**src/rtl/mul_seq_ctrl.sv**
```systemverilog
// Control sequencer for the byte-sliced 4-lane RV32M multiplier datapath:
// accept, four rotate-and-accumulate passes, pipeline drain, held result.
module mul_seq_ctrl #(
  parameter int PIPE_DEPTH = 2
) (
  input  logic       clk_i,
  input  logic       rst_ni,
  input  logic       start_i,
  input  logic [2:0] funct3_i,
  output logic       ready_o,
  input  logic       flush_i,
  output logic       valid_o,
  input  logic       result_ready_i,
  output logic       reg_A_en_o,
  output logic       reg_B_en_o,
  output logic       mux_B_sel_o,
  output logic       rol_en_o,
  output logic       en_pipe_o,
  output logic       AC_en_o,
  output logic       acc_clr_o,
  output logic [1:0] shift_amount_o,
  output logic       signed_A_o,
  output logic       signed_B_o,
  output logic       upper_o
);

  localparam int DW = (PIPE_DEPTH > 1) ? $clog2(PIPE_DEPTH) : 1;

  typedef enum logic [1:0] {S_IDLE, S_MUL, S_DRAIN, S_DONE} state_e;

  state_e          state_q, state_d;
  logic [1:0]      k_q, k_d;
  logic [DW-1:0]   drn_q, drn_d;
  logic            upper_q, sA_q, sB_q;
  logic            dec_upper, dec_sA, dec_sB;
  logic            req_ok, accept;

  always_comb begin
    dec_upper = 1'b0;
    dec_sA    = 1'b0;
    dec_sB    = 1'b0;
    case (funct3_i[1:0])
      2'b01:   begin dec_upper = 1'b1; dec_sA = 1'b1; dec_sB = 1'b1; end
      2'b10:   begin dec_upper = 1'b1; dec_sA = 1'b1; end
      2'b11:   dec_upper = 1'b1;
      default: ;
    endcase
  end

  // funct3[2] selects DIV/REM, which this unit never accepts
  assign req_ok = start_i & ~funct3_i[2] & ~flush_i;

  always_comb begin
    state_d        = state_q;
    k_d            = k_q;
    drn_d          = drn_q;
    accept         = 1'b0;
    ready_o        = 1'b0;
    valid_o        = 1'b0;
    reg_A_en_o     = 1'b0;
    reg_B_en_o     = 1'b0;
    mux_B_sel_o    = 1'b0;
    rol_en_o       = 1'b0;
    en_pipe_o      = 1'b0;
    AC_en_o        = 1'b0;
    acc_clr_o      = 1'b0;
    shift_amount_o = 2'b00;
    case (state_q)
      S_IDLE: begin
        ready_o = 1'b1;
        accept  = req_ok;
      end
      S_MUL: begin
        en_pipe_o      = 1'b1;
        AC_en_o        = 1'b1;
        shift_amount_o = {k_q[1], k_q[1] ^ k_q[0]};
        if (k_q != 2'd3) begin
          reg_B_en_o  = 1'b1;
          mux_B_sel_o = 1'b1;
          rol_en_o    = 1'b1;
          k_d         = k_q + 2'd1;
        end else begin
          state_d = S_DRAIN;
          drn_d   = '0;
        end
      end
      S_DRAIN: begin
        en_pipe_o = 1'b1;
        if (drn_q == DW'(PIPE_DEPTH - 1)) state_d = S_DONE;
        else                              drn_d   = drn_q + 1'b1;
      end
      S_DONE: begin
        valid_o = 1'b1;
        ready_o = result_ready_i;
        if (result_ready_i) begin
          accept  = req_ok;
          state_d = S_IDLE;
        end
      end
      default: state_d = S_IDLE;
    endcase
    if (accept) begin
      reg_A_en_o = 1'b1;
      reg_B_en_o = 1'b1;
      acc_clr_o  = 1'b1;
      state_d    = S_MUL;
      k_d        = 2'd0;
    end
    // flush overrides everything decided above, including a same-cycle accept
    if (flush_i) begin
      reg_A_en_o     = 1'b0;
      reg_B_en_o     = 1'b0;
      mux_B_sel_o    = 1'b0;
      rol_en_o       = 1'b0;
      en_pipe_o      = 1'b0;
      AC_en_o        = 1'b0;
      shift_amount_o = 2'b00;
      acc_clr_o      = 1'b1;
      state_d        = S_IDLE;
      k_d            = 2'd0;
    end
  end

  // Decode is visible in the accept cycle so the datapath can latch it with reg_A_en
  assign upper_o    = accept ? dec_upper : upper_q;
  assign signed_A_o = accept ? dec_sA    : sA_q;
  assign signed_B_o = accept ? dec_sB    : sB_q;

  always_ff @(posedge clk_i or negedge rst_ni) begin
    if (!rst_ni) begin
      state_q <= S_IDLE;
      k_q     <= 2'd0;
      drn_q   <= '0;
      upper_q <= 1'b0;
      sA_q    <= 1'b0;
      sB_q    <= 1'b0;
    end else begin
      state_q <= state_d;
      k_q     <= k_d;
      drn_q   <= drn_d;
      if (accept) begin
        upper_q <= dec_upper;
        sA_q    <= dec_sA;
        sB_q    <= dec_sB;
      end
    end
  end

endmodule

```
**config.mk**
```make
export PLATFORM = sky130hd
export DESIGN_NAME = mul_seq_ctrl
export DESIGN_NICKNAME = d
export VERILOG_FILES = /design/src/rtl/mul_seq_ctrl.sv
export SDC_FILE = /design/constraint.sdc
export NUM_CORES = 1
export LEC_CHECK = 0
export ABC_CLOCK_PERIOD_IN_PS = 2600
export CORE_UTILIZATION = 38
export DETAILED_ROUTE_END_ITERATION = 8
export HOLD_SLACK_MARGIN = 0.1
export PLACE_DENSITY = 0.78
export SLEW_MARGIN = 20
export SYNTH_ARGS = -nofsm -noshare
export SYNTH_HDL_FRONTEND = slang
export SYNTH_SLANG_ARGS = --single-unit
```
**constraint.sdc**
```tcl
create_clock -name clk_i -period 2.6 [get_ports clk_i]
set_clock_uncertainty 0.2 [all_clocks]
set_input_delay 0.52 -clock clk_i [delete_from_list [all_inputs] [get_ports clk_i]]
set_output_delay 0.52 -clock clk_i [all_outputs]
set_load 0.05 [all_outputs]
```
* Yosys cells after proc, flatten, opt, wreduce, memory -nomap -nowiden
Index checks and enable logic that the tools add are counted.
** Storage, ports and cells
- Register bits after elaboration :: 8
- Output and inout bits :: 14
- Logic and storage cells :: 72
** Cells by class
- $add $sub $neg :: 2
- Equality and inequality tests :: 11
- Multiplexer cells :: 37
- Bitwise operators :: 5
- Reduce and logical (&&, ||, !) cells :: 11
** Operators with widths (number)
- $mux W1 :: 22
- $mux W2 :: 11
- $ne A4 B4 Y1 const B :: 3
- $eq A2 B2 Y1 const B :: 4
- $pmux W1 S2 :: 3
- $pmux W2 S3 :: 1
- $reduce_bool A3 Y1 :: 2
- $reduce_bool A5 Y1 :: 1
- $eq A2 B1 Y1 const B :: 2
- $ne A2 B2 Y1 const B :: 2
- $reduce_and A2 Y1 :: 2
- $reduce_and A4 Y1 :: 1
- $reduce_or A2 Y1 :: 2
- $reduce_or A3 Y1 :: 1
- $add A2 B1 Y2 const B :: 1
- $and A1 B1 Y1 :: 2
- $logic_not A2 Y1 :: 1
- $not A1 Y1 :: 2
- $reduce_bool A2 Y1 :: 1
- $add A1 B1 Y1 const B :: 1
- $xor A1 B1 Y1 :: 1

* Depth between registers and ports, before layout
- Depth in word-level cells :: 7
- Mapped depth :: 5
- Mapped depth without buffers :: 5

* Worst setup path before layout
Ideal clock, no wire load.
- Path type :: register to output
- From :: register state_q[0]
- To :: output port upper_o
- Arrival time :: 2631 ps
- Required time :: 1880 ps
- Slack :: -751 ps
- Stages on the path, launching flop included :: 5
- Path through :: dfrtp_1 > inv_1 > ha_1 > or4b_4 > o31ai_1
** Between the ends
- Cells in the longest elaborated chain, start to end :: 3
** Ends and longest elaborated chain
- from (decl) :: line 31 : state_e state_q, state_d;
- from (signal assigned) :: line 138 : state_q <= state_d;
- $eq A2 B2 Y1 / $logic_not A2 Y1 (equally long branches) :: line 68 : case (state_q)
- $pmux W1 S2 * :: line 68
- $mux W1 *
- to (decl) :: line 24 : output logic upper_o
Mark *: on every way between the ends. The rest lies on a longest branch, timed or not.

* Worst setup path after layout
- From :: register state_q[0]
- To :: output port signed_B_o
** Between the ends
- Cells in the longest elaborated chain, start to end :: 3
** Ends and longest elaborated chain
- $eq A2 B2 Y1 / $logic_not A2 Y1 (equally long branches) :: line 68
- $pmux W1 S2 * :: line 68
- $mux W1 *
- to (decl) :: line 23 : output logic signed_B_o,
Marked as above.

==> impl_summary.txt <==
----------------------------------------------------
[Finish]
  Final net count ... about 110
  Diode count ... 0
  Utilization after layout ... about 73%
  Area growth from synthesis to layout ... 77.4%
  Fraction of layout cells with a size suffix above 1 ... roughly 47%

[Synthesis]
  Post-synthesis cell type count ... 29
  Top_reg_cell synth ... sky130_fd_sc_hd__dfrtp_1
  Largest cells by area after synthesis ... sky130_fd_sc_hd__dfrtp_1 32%, sky130_fd_sc_hd__ha_1 18%, sky130_fd_sc_hd__mux2i_1 4.8%, sky130_fd_sc_hd__mux2_1 3.6%, sky130_fd_sc_hd__nor2_8 3.2%
  Synth async-reset ratio ... 100%
  Sequential-to-total area share from yosys stat ... roughly a third
  Total number of yosys warnings ... 0
  Most used standard cell by instance count after synthesis ... sky130_fd_sc_hd__ha_1
  Synthesized netlist net count ... 77
  Number of enable-type register cells in the synthesized netlist ... 0
  Cell taking the most area after synthesis ... sky130_fd_sc_hd__dfrtp_1
  Post-synthesis instance total ... 60
  Synth top area share ... around a third
  Synthesized area divided by synthesized cell count ... approximately 11 sq um
  Seq cells post-synth ... 8
  Synth top cells by count ... 9 x sky130_fd_sc_hd__ha_1, 8 x sky130_fd_sc_hd__dfrtp_1, 5 x sky130_fd_sc_hd__inv_1
  Total standard cell area after synthesis ... ~630 sq um

[Power]
  Leakage power summed over all cells ... 0.000556 uW
  Pwr/cell area ... slightly above 1000 nW/um^2
  Worst IR drop on VDD ... about 0.65 mV
  Overall power of the completed layout ... 1160 uW

[Routing]
  Routed Wire Length ... approximately 1500 microns
  Post-DR wirelength/cell ... approximately 13 microns
  Count of antenna-violating nets left after detailed routing ... 0
  First-pass detailed-route iteration total ... 4
  Via-to-Cell Ratio ... between 5 and 6
  Number of vias after detailed routing ... 600
  Number of design rule violations left after detail routing ... 0
  Number of DRC markers in iteration 0 ... 20

[STA]
  Final max-slew violation count ... 0
  Fin crit share ... 109%
  Clock period minus final worst setup slack ... 2.84 ns
  Max Clock Freq ... 352 MHz
  Final Hold Violating Endpoints ... 0
  Worst max-slew margin expressed relative to the limit ... 68.0%
  Setup repair after global routing missed its margin ... yes
  Total setup violations reported at the end of the flow ... 6
  Slew at the pin closest to its max-slew limit ... between 0.4 and 0.5 ns
  Worst setup slack after layout ... -0.238 ns

[Run]
  Max-cap violations ... 0

[Clock network]
  H-tree Lvls ... 1
  CTS Buffer Depth ... 2
  Number of buffers inserted by hold repair at cts ... 0
  Clock edge transition at the registers on the reported setup and hold paths ... about 0.05 ns
  Number of clock buffers inserted by TritonCTS ... 3
  CTS root buf ... sky130_fd_sc_hd__clkbuf_4
  Clock tree from TritonCTS ... done
  Clock Sinks ... 8
  Clock latency reported for the late side of the worst-skew pair ... around 0.25 ns

[Floorplanning]
  Width of the die ... ~43 microns
  Boundary Pins ... 22
  Die height ... 42.7 microns
  Die area ... roughly 1800 sq um
  Starting utilization of the core area ... around two fifths
  Core footprint ... approximately 1500 sq um
  Number of rows in the core area ... 14

[Worst setup path]
  Setup crit start ... state_q[0]
  Worst setup path endpoint ... signed_B_o
  Nature of the critical path endpoint ... output port
  Classification of the worst setup path ... flip-flop to output port
  Arrival time reported for the critical path endpoint ... about 2.1 ns
  Slack of the worst reg-to-reg path ... 0.18 ns
  Data required time of the critical path ... about 1.9 ns
  Startpoint type of the worst setup path ... flip-flop
  Crit-path max FO ... 4
  FF-to-FF End ... state_q[1]
  Beginning of the worst register-to-register path ... state_q[0]
  Register-to-Register Path Depth ... 7

[Placement]
  Number of port buffers ... 21
  HPWL Detailed ... about 1300 microns
  GPL Wtd Cong ... 0.814

[Global route]
  Vias in the first global route ... 593
  Overall overflow remaining after global route ... 0
  Global router's overall resource usage ... 18.6%
  Number of antenna violations at the first check in global routing ... 0
  Largest net degree at the start of global routing ... 13
  First-pass GRT wire length ... approximately 2500 microns

[Worst hold path]
  Class of the most critical hold timing path ... flip-flop to flip-flop

[Run status]
  Outcome ... finished with violations
  Violations in the final reports ... negative setup slack

----------------------------------------------------
layer usage:
layer,wire length [microns],track usage [%]
met4,10,11.3
met2,812,33.6
met5,0,0
met3,95,2.98
met1,557,19.7
worst max-delay path, cell delays in order (launching register included):
cell	delay [ns]
sky130_fd_sc_hd__dfrtp_1	0.40
sky130_fd_sc_hd__inv_2	0.09
sky130_fd_sc_hd__ha_4	0.20
sky130_fd_sc_hd__or4b_4	0.55
sky130_fd_sc_hd__nor2_8	0.16
sky130_fd_sc_hd__mux2_4	0.32
sky130_fd_sc_hd__buf_8	0.15
flip-flops by register name, summed over array words and instances (netlist names):
register	flops
sA_q	1
sB_q	1
state_q	2
drn_q	1
k_q	2
upper_q	1
layout by cell type, fill, tap and decap left out, drive strengths merged, types with 3 or more instances in the layout:
cell type      count
clkdlybuf4s50      4
buf               26
clkbuf             3
nor2               3
dfrtp              8
a21oi              3
mux2i              3
or3b               3
mux2               3
inv                5
dlymetal6s2s       3
nor2b              3
ha                 9
worst min path at each step:
stage	startpoint	end	slack, ns	cells after the start
after floorplan	rst_ni	drn_q	0.02	0
after global placement	sA_q	sA_q	0.29	1
after detailed placement	sB_q	sB_q	0.28	1
after CTS	sB_q	sB_q	0.31	1
after global routing	sA_q	sA_q	0.31	1
final	sA_q	sA_q	0.31	1
final cells by class:
cell class,instances,area [sq um]
clock buffer,3,22.5
inverter,5,18.8
fill,104,405
timing repair buffer,34,409
multi-input combinational,45,448
tap,16,20.0
sequential,8,200
timing repair:
action	4_1_cts	5_1_grt
setup endpoints to repair	7	8
pin swaps	3	2
resized for setup	7	5
buffers inserted	1	0
stage by stage:
step | setup slack (ns) | hold slack [ns] | std cells | setup TNS (ns) | area, sq um
2_1_floorplan | -0.128 | 0.0244 | 60 | -0.290 | 669
3_3_place_gp | -0.321 | 0.287 | 107 | -1.35 | 1060
3_5_place_dp | -0.340 | 0.285 | 107 | -1.46 | 1060
4_1_cts | -0.260 | 0.310 | 111 | -1.08 | 1110
5_1_grt | -0.277 | 0.315 | 111 | -1.12 | 1120
6_report | -0.238 | 0.315 | 111 | -0.868 | 1120
power breakdown:
| part | internal, uW | switching (uW) | leakage (uW) | total, uW |
|---|---|---|---|---|
| clock network | 52.7 | 40.0 | 0.0000138 | 92.7 |
| registers | 165 | 20.9 | 0.0000992 | 186 |
| logic | 393 | 484 | 0.000443 | 877 |
| total | 611 | 545 | 0.000556 | 1160 |
cells by family after synthesis:
logic type / synth area share [%]
AOI/OAI and AO/OA: 10.1
xor gates and xnor gates: 1.39
adders and majority gates: 17.9
buffers and inverters: 4.96
DFF: 31.7
muxes: 10.1
and+or+nand+nor: 23.8
Note: power is estimated with default switching activity, not from simulation.
